`config.mk`:
```
export PLATFORM = sky130hd
export DESIGN_NAME = imem_loader_flat
export DESIGN_NICKNAME = d
export VERILOG_FILES = /design/src/rtl/imem_loader_pkg.sv /design/src/rtl/imem_loader_if.sv /design/src/rtl/imem_loader.sv /design/src/flat_wrapper.sv
export SDC_FILE = /design/constraint.sdc
export NUM_CORES = 1
export LEC_CHECK = 0
export BUFFER_PORTS_ARGS = -buffer_cell sky130_fd_sc_hd__buf_2
export CORE_MARGIN = 4
export CORE_UTILIZATION = 23
export DETAILED_ROUTE_END_ITERATION = 8
export SLEW_MARGIN = 25
export SYNTH_ARGS = -nofsm -noshare
export SYNTH_HDL_FRONTEND = slang
export SYNTH_SLANG_ARGS = --single-unit
```
`constraint.sdc`:
```
create_clock -name clk -period 5.2 [get_ports clk]
set_input_delay 0.26 -clock clk [delete_from_list [all_inputs] [get_ports clk]]
set_output_delay 0.26 -clock clk [all_outputs]
set_load 0.02 [all_outputs]
```
`src/rtl/imem_loader_pkg.sv`:
```
// Shared types and constants for the instruction-memory loader.
// Frame layout: 4 header bytes (big-endian length L), L payload bytes, 1 XOR checksum byte.
package imem_loader_pkg;

    typedef enum logic [2:0] {
        IDLE = 3'd0,
        HDR  = 3'd1,
        DATA = 3'd2,
        CSUM = 3'd3,
        DONE = 3'd4,
        ERR  = 3'd5
    } ldr_state_t;

    localparam int HDR_BYTES = 4;

endpackage

```
`src/rtl/imem_loader_if.sv`:
```
// Byte stream (host -> loader) and imem byte write port (loader -> memory).
// Stream: a byte moves on a rising edge where ByteValid && ByteReady; the host holds ByteIn stable while ByteValid is high and not yet accepted.
interface imem_loader_byte_if #(
    parameter int WD = 8
) ();
    logic [WD-1:0] ByteIn;
    logic          ByteValid;
    logic          ByteReady;

    modport master (output ByteIn, output ByteValid, input  ByteReady);
    modport slave  (input  ByteIn, input  ByteValid, output ByteReady);
endinterface

interface imem_loader_wr_if #(
    parameter int WAD = 16,
    parameter int WD  = 8
) ();
    logic           WrEn;
    logic [WAD-1:0] WrAddr;
    logic [WD-1:0]  WrData;

    modport master (output WrEn, output WrAddr, output WrData);
    modport slave  (input  WrEn, input  WrAddr, input  WrData);
endinterface

```
`src/rtl/imem_loader.sv`:
```
// Loads a length-prefixed, XOR-checksummed byte image into instruction memory
// and holds the CPU in reset until the image is complete and verified.
module imem_loader
    import imem_loader_pkg::*;
#(
    parameter int WAD = 16,
    parameter int WD  = 8
) (
    input  logic                 clk,
    input  logic                 rst,
    input  logic                 Start,
    imem_loader_byte_if.slave    bs,
    imem_loader_wr_if.master     wr,
    output logic                 CpuHold,
    output logic                 Done,
    output logic                 Err,
    output logic [WAD:0]         ByteCount,
    output ldr_state_t           dbg_state
);

    ldr_state_t     state_q;
    logic [31:0]    hdr_q;
    logic [1:0]     hdr_cnt_q;
    logic [WAD:0]   cnt_q;
    logic [WD-1:0]  csum_q;
    logic           wr_en_q;
    logic [WAD-1:0] wr_addr_q;
    logic [WD-1:0]  wr_data_q;
    logic           hold_q;
    logic           done_q;
    logic           err_q;

    logic           ready;
    logic           accept;
    logic [31:0]    hdr_d;
    logic [WAD:0]   cnt_d;
    logic           hdr_last;
    logic           len_bad;
    logic           data_last;

    assign ready     = (state_q == HDR) || (state_q == DATA) || (state_q == CSUM);
    assign accept    = bs.ByteValid && ready;
    assign hdr_d     = {hdr_q[23:0], bs.ByteIn};
    assign cnt_d     = cnt_q + 1'b1;
    assign hdr_last  = (hdr_cnt_q == 2'(HDR_BYTES - 1));
    // Length must fit the memory exactly (L == 2**WAD allowed) and be whole words.
    assign len_bad   = ({32'd0, hdr_d} > (64'd1 << WAD)) || (hdr_d[1:0] != 2'b00);
    assign data_last = (32'(cnt_d) == hdr_q);

    always_ff @(posedge clk) begin
        if (rst) begin
            state_q   <= IDLE;
            hdr_q     <= '0;
            hdr_cnt_q <= '0;
            cnt_q     <= '0;
            csum_q    <= '0;
            wr_en_q   <= 1'b0;
            wr_addr_q <= '0;
            wr_data_q <= '0;
            hold_q    <= 1'b0;
            done_q    <= 1'b0;
            err_q     <= 1'b0;
        end else begin
            wr_en_q <= 1'b0;
            case (state_q)
                IDLE, DONE, ERR: begin
                    if (Start) begin
                        state_q   <= HDR;
                        hold_q    <= 1'b1;
                        done_q    <= 1'b0;
                        err_q     <= 1'b0;
                        hdr_q     <= '0;
                        hdr_cnt_q <= '0;
                        cnt_q     <= '0;
                        csum_q    <= '0;
                    end
                end
                HDR: begin
                    if (accept) begin
                        hdr_q     <= hdr_d;
                        hdr_cnt_q <= hdr_cnt_q + 1'b1;
                        if (hdr_last) begin
                            if (hdr_d == 32'd0) begin
                                state_q <= CSUM;
                            end else if (len_bad) begin
                                state_q <= ERR;
                                err_q   <= 1'b1;
                            end else begin
                                state_q <= DATA;
                            end
                        end
                    end
                end
                DATA: begin
                    // The write trails the accept by one cycle, so the final byte lands in CSUM.
                    if (accept) begin
                        csum_q    <= csum_q ^ bs.ByteIn;
                        cnt_q     <= cnt_d;
                        wr_en_q   <= 1'b1;
                        wr_addr_q <= cnt_q[WAD-1:0];
                        wr_data_q <= bs.ByteIn;
                        if (data_last) begin
                            state_q <= CSUM;
                        end
                    end
                end
                CSUM: begin
                    if (accept) begin
                        if (bs.ByteIn == csum_q) begin
                            state_q <= DONE;
                            done_q  <= 1'b1;
                            hold_q  <= 1'b0;
                        end else begin
                            state_q <= ERR;
                            err_q   <= 1'b1;
                        end
                    end
                end
                default: state_q <= IDLE;
            endcase
        end
    end

    assign bs.ByteReady = ready;
    assign wr.WrEn      = wr_en_q;
    assign wr.WrAddr    = wr_addr_q;
    assign wr.WrData    = wr_data_q;
    assign CpuHold      = hold_q;
    assign Done         = done_q;
    assign Err          = err_q;
    assign ByteCount    = cnt_q;
    assign dbg_state    = state_q;

endmodule

```
`src/flat_wrapper.sv`:
```
// flat-port wrapper written by rule: the top's interface ports become plain ports
module imem_loader_flat import imem_loader_pkg::*;
#(
    parameter int WAD = 16,
    parameter int WD  = 8
)
  (clk, rst, Start, CpuHold, Done, Err, ByteCount, dbg_state, bs_ByteIn, bs_ByteValid, bs_ByteReady, wr_WrEn, wr_WrAddr, wr_WrData);
  imem_loader_byte_if #(.WD(WD)) bs_i ();
  imem_loader_wr_if #(.WAD(WAD), .WD(WD)) wr_i ();
  input  logic clk;
  input  logic rst;
  input  logic Start;
  output logic CpuHold;
  output logic Done;
  output logic Err;
  output logic [WAD:0] ByteCount;
  output ldr_state_t dbg_state;
  input wire logic [$bits(bs_i.ByteIn)-1:0] bs_ByteIn;
  input wire logic [$bits(bs_i.ByteValid)-1:0] bs_ByteValid;
  output wire logic [$bits(bs_i.ByteReady)-1:0] bs_ByteReady;
  output wire logic [$bits(wr_i.WrEn)-1:0] wr_WrEn;
  output wire logic [$bits(wr_i.WrAddr)-1:0] wr_WrAddr;
  output wire logic [$bits(wr_i.WrData)-1:0] wr_WrData;
  assign bs_i.ByteIn = bs_ByteIn;
  assign bs_i.ByteValid = bs_ByteValid;
  assign bs_ByteReady = bs_i.ByteReady;
  assign wr_WrEn = wr_i.WrEn;
  assign wr_WrAddr = wr_i.WrAddr;
  assign wr_WrData = wr_i.WrData;
  imem_loader #(.WAD(WAD), .WD(WD)) u_core (.clk(clk), .rst(rst), .Start(Start), .bs(bs_i), .wr(wr_i), .CpuHold(CpuHold), .Done(Done), .Err(Err), .ByteCount(ByteCount), .dbg_state(dbg_state));
endmodule
```
# Yosys cells after proc, flatten, opt, wreduce, memory -nomap -nowiden
# Index checks and enable logic that the tools add are counted.
dict set report totals {
  word_cells 91
  out_inout_bits 49
  reg_bits 90
  inputBits 12
}
dict set report op_classes {
  order_cmp 1
  addsub 2
  n_eq_ne 18
  reduce_logical 19
  n_mux 38
  bitwise_logic 2
}
# op n
set ops {}
lappend ops {{32-bit two-way mux} 2}
lappend ops {{32-bit one-hot mux with 2 select lines} 1}
lappend ops {{17-bit two-way mux} 2}
lappend ops {{17-bit one-hot mux with 2 select lines} 1}
lappend ops {{17-bit by 32-bit equality test with 1-bit output} 1}
lappend ops {{32-bit by 17-bit greater-than comparator with 1-bit output, second input constant} 1}
lappend ops {{32-bit logical NOT} 1}
lappend ops {{3-bit two-way mux} 8}
lappend ops {{17-bit by 1-bit adder with 17-bit output, second input constant} 1}
lappend ops {{8-bit two-way mux} 2}
lappend ops {{8-bit one-hot mux with 2 select lines} 1}
lappend ops {{1-bit two-way mux} 14}
lappend ops {{2-bit by 1-bit inequality test with 1-bit output, second input constant} 6}
lappend ops {{3-bit one-hot mux with 4 select lines} 1}
lappend ops {{8-bit equality test} 1}
lappend ops {{2-bit inequality test, second input constant} 4}
lappend ops {{8-bit AND reduction} 1}
lappend ops {{2-bit nonzero test} 4}
lappend ops {{8-bit XOR} 1}
lappend ops {{3-bit by 2-bit equality test with 1-bit output, second input constant} 2}
lappend ops {{3-bit equality test, second input constant} 2}
lappend ops {{3-bit AND reduction} 2}
lappend ops {{6-bit AND reduction} 1}
lappend ops {{2-bit two-way mux} 2}
lappend ops {{15 further kinds} 18}

# Depth between registers and ports, before layout
dict set report depth {
  word_depth 7
  ltp_mapped 9
  ltp_nobuf 8
}

# Worst setup path before layout
# OpenSTA, ideal clock, no wires.
dict set report synth_timing {
  path_type {reg-to-reg}
  start {register u_core.cnt_q[0], in the netlist u_core.ByteCount[0]}
  end {register u_core.state_q[2], in the netlist u_core.dbg_state[2]}
  setup_slack_ns 2.564
  period_less_slack_ns 2.636
  setup_ns 0.123
  arrival_time_ns 2.512
  path_stages_with_launch 10
  path_buffers 1
  required_ns 5.077
  cell_sequence {dfxtp_1 ha_1 buf_6 nand3_4 or3_1 a2111oi_2 o2111ai_1 nor4_2 a31oi_1 mux2_1}
}
dict set report synth_via {
  elab_chain_len 4
}
# item line
set synth_rtl {}
lappend synth_rtl {{start, declared} imem_loader.sv:24} ;# logic [WAD:0] cnt_q;
lappend synth_rtl {{start signal, assigned} imem_loader.sv:98} ;# cnt_q <= cnt_d;
lappend synth_rtl {{17-bit by 1-bit adder with 17-bit output} imem_loader.sv:44} ;# assign cnt_d = cnt_q + 1'b1;
lappend synth_rtl {{17-bit by 32-bit equality test with 1-bit output} imem_loader.sv:48} ;# assign data_last = (32'(cnt_d) == hdr_q);
lappend synth_rtl {{2-bit by 1-bit inequality test with 1-bit output (no source line)} n/a}
lappend synth_rtl {{6-bit AND reduction (no source line)} n/a}
lappend synth_rtl {{end signal, assigned} imem_loader.sv:52} ;# state_q <= IDLE;
lappend synth_rtl {{end signal, assigned} imem_loader.sv:68} ;# state_q <= HDR;
lappend synth_rtl {{end signal, assigned} imem_loader.sv:84} ;# state_q <= CSUM;
lappend synth_rtl {{end, declared} imem_loader.sv:21} ;# ldr_state_t state_q;
# Every way passes these cells.
# A chain may end at the register's enable or synchronous reset.

# Worst setup path in the final report
# Ends and elaborated chain as after synthesis.

==> results.py <==
metrics = {
    "timing": {
        "setup_viol": 0,
        "rsz0062_at_grt": "no",
        "tightest_slew_ns": 0.654,
        "max_slew_margin_pct": 56.4,
        "timing.fmax_mhz": 345,
        "fin_crit_ns": 2.90,
        "skew_ns": 0.00358,
        "hold_violations": 0,
        "drv_slew": 0,
        "holdWs_ns": 0.217,
        "fin_setup_tns_ns": 0,
        "fin_crit_sh_pct": 55.7,
    },
    "routing": {
        "wl_per_cell_um": 15.4,
        "viasPerCell": 4.92,
        "drt-total-wl_um": 13000,
        "dr.pass1.iters": 4,
        "postRouteAntennaNets": 0,
        "drt_iter0_drc": 298,
        "drcViolationCount": 0,
        "via_count": 4152,
    },
    "grt": {
        "grt_overflow_total": 0,
        "grt_usage_pct": 12.2,
        "grt_max_degree": 53,
        "grt_pass1_vias": 3776,
        "grt_pass1_wl_um": 21000,
        "antenna_found_initial": 0,
    },
    "floorplan": {
        "row_count": 50,
        "fp.dieH_um": 146,
        "die_area_um2": 21200,
        "die_w_um": 146,
        "ios": 61,
        "start_util_pct": 23.3,
        "core-area_um2": 18600,
    },
    "cells_and_area": {
        "multi_input_area_um2": 2310,
        "diodes": 0,
        "instances_no_fill": 844,
        "drive_gt1_share_pct": 14.8,
        "utilization_pct": 27.3,
        "nets": 619,
        "final-seq-area_um2": 1800,
        "area.growth.synth_to_final_pct": 16.9,
        "n_fill_cell": 2051,
    },
    "yosys": {
        "syn_nets": 589,
        "synthFlopType": "dfxtp_1",
        "netlist_area_um2": 4350,
        "yosysSeqAreaShare_pct": 41.4,
        "synthDistinctLibCells": 49,
        "synth_cells": 575,
        "async_reset_ff_share_pct": 0,
        "synth-seq-cells": 90,
        "avgSynthCellArea_um2": 7.57,
        "synth_edf_count": 0,
        "ys_warn_count": 0,
    },
    "cts": {
        "clkTransAtPathRegs_ns": 0.07,
        "cts_buffer_depth": 2,
        "cts_tree": "done",
        "h-tree-depth": 3,
        "ctsResizeCount": 0,
        "cts_hold_buf": 0,
        "tritoncts_num_sinks": 90,
        "cts_root_buf": "clkbuf_16",
        "clock_latency_ns": 0.34,
        "cts_setup_buffers": 0,
        "cts_buffers": 9,
    },
    "place": {
        "place_congestion": 0.856,
        "hpwl_um": 8810,
        "dp.cells": 827,
        "portBuffers": 60,
    },
    "hold_path": {
        "hp-class": "input port to register",
        "min-delay-start": "bs_ByteIn[2]",
    },
    "worst_setup_path": {
        "path_cells": "ha_1 -> nand3_4 -> or3_1 -> a2111oi_2 -> o2111ai_1 -> nor4_2 -> a31oi_1 -> mux2_1",
        "cp_top_family": "simple AND/OR/NAND/NOR gates",
        "cp_num_buf_inv": 0,
        "cp_data_required_time_ns": 5.43,
        "cpPeakStageDelay_ns": 0.48,
        "crit_path_start_kind": "register",
        "critPathMaxFanout": 10,
        "crit_slowest_cell": "dfxtp_1",
        "critical_path.startpoint": "u_core.ByteCount[0]",
        "cp.arrival_ns": 3.13,
        "worst_setup_path_end_kind": "register",
        "worstSetupPathType": "register to register",
        "r2r-start": "u_core.ByteCount[0]",
    },
    "power_and_ir_drop": {
        "p_leak_nw": 1.78,
        "power_density_nw_per_um2": 383,
        "ir_drop_uv": 181,
    },
    "flow_run": {
        "maxCapViolCount": 0,
    },
    "outcome": {
        "status": "complete, no violations",
    },
}
## stage by stage
stage / total power (W) / setup slack [ns] / cell area [µm²]
after CTS: 0.00197 / 2.31 / 5070
after global placement: 0.00130 / 2.36 / 4770
after global routing: 0.00205 / 2.12 / 5090
final: 0.00195 / 2.30 / 5090
after floorplan: 0.00113 / 2.56 / 4350
after detailed placement: 0.00130 / 2.33 / 4770
## path summary, 6_finish.rpt
| check | cells past startpoint | slack (ns) | endpoint |
|---|---|---|---|
| setup / recovery | 8 | 2.30 | u_core.dbg_state[2] |
| hold / removal | 3 | 0.22 | u_core.wr.WrData[2] |
| setup reg to reg | 8 | 2.30 | u_core.dbg_state[2] |
| hold reg to reg | 2 | 0.45 | u_core.hdr_q[31] |
## kinds of logic (layout without fill, tap and decap cells)
family / Yosys count / in the layout / synth area share, %
adders and majority gates: 2 / 2 / 0.575
DFF: 90 / 90 / 41.4
xor gates and xnor gates: 31 / 31 / 6.24
muxes: 3 / 3 / 0.719
and+or+nand+nor: 257 / 257 / 27.4
AOI/OAI and AO/OA: 137 / 137 / 17.9
buffers and inverters: 55 / 90 / 5.69
## worst reg2reg max path: stages (launching register included)
cell and delay, ns:
dfxtp_1 0.48, ha_1 0.45, nand3_4 0.15, or3_1 0.40
a2111oi_2 0.36, o2111ai_1 0.18, nor4_2 0.23, a31oi_1 0.20
mux2_1 0.35
## layer usage
layer | wire length, µm | GRT usage [%]
met5 | 0 | 0
met4 | 232 | 4.13
met3 | 615 | 2.96
met2 | 6180 | 19.4
met1 | 5980 | 16.3
## placed cells by master, fill, tap and decap left out, types with 2 or more instances in the layout
cell / Yosys / layout
a211oi_1: 3 / 3
a21oi_1: 85 / 85
a22oi_1: 2 / 2
a311oi_1: 6 / 6
a31oi_1: 6 / 6
and2_1: 3 / 3
and3_1: 2 / 2
and4_1: 4 / 4
buf_2: 6 / 60
buf_4: 3 / 6
clkbuf_16: 0 / 9
clkinvlp_4: 0 / 3
dfxtp_1: 90 / 90
ha_1: 2 / 2
inv_1: 7 / 7
mux2i_1: 2 / 2
nand2_1: 106 / 106
nand2b_1: 2 / 2
nand3_1: 42 / 42
nand3b_1: 3 / 3
nand4_1: 7 / 7
nor2_1: 47 / 45
nor2_2: 0 / 2
nor2b_1: 2 / 2
nor3_1: 14 / 14
nor3b_1: 2 / 2
nor4_1: 14 / 14
o21ai_0: 22 / 22
o31ai_1: 2 / 2
or2_2: 2 / 2
or3_1: 2 / 2
xnor2_1: 26 / 26
xor2_1: 5 / 5
## state kept, by name, indices dropped and copies added (netlist names)
register,cells
u_core.CpuHold,1
u_core.wr.WrEn,1
u_core.Done,1
u_core.wr.WrData,8
u_core.ByteCount,17
u_core.wr.WrAddr,16
u_core.csum_q,8
u_core.Err,1
u_core.hdr_cnt_q,2
u_core.dbg_state,3
u_core.hdr_q,32
## cell type report
type	instances	share of cell area [%]
Sequential cell	90	35.4
Clock inverter	6	1.30
Clock buffer	10	4.50
Multi-Input combinational cell	430	45.3
Tap cell	234	5.76
Timing Repair Buffer	67	7.18
Inverter	7	0.516
## synth_stat cells, drive strengths merged, types with 4 or more instances
cell type / instances / area share (%)
nand4: 7 / 1.0
xnor2: 26 / 5.2
dfxtp: 90 / 41
nor4: 15 / 2.3
nand2: 107 / 9.3
xor2: 5 / 1.0
and4: 4 / 0.81
nor2: 47 / 4.1
inv: 7 / 0.60
a31oi: 6 / 0.86
a21oi: 85 / 9.8
nor3: 14 / 1.6
a311oi: 6 / 1.2
clkbuf: 36 / 3.1
nand3: 43 / 5.2
buf: 12 / 2.0
o21ai: 22 / 2.5
## where the power goes
group	internal [W]	switching, W
registers	0.000727	0.0000554
clock network	0.000374	0.000288
logic	0.000137	0.000369
Power figures use the tool's default switching activity.
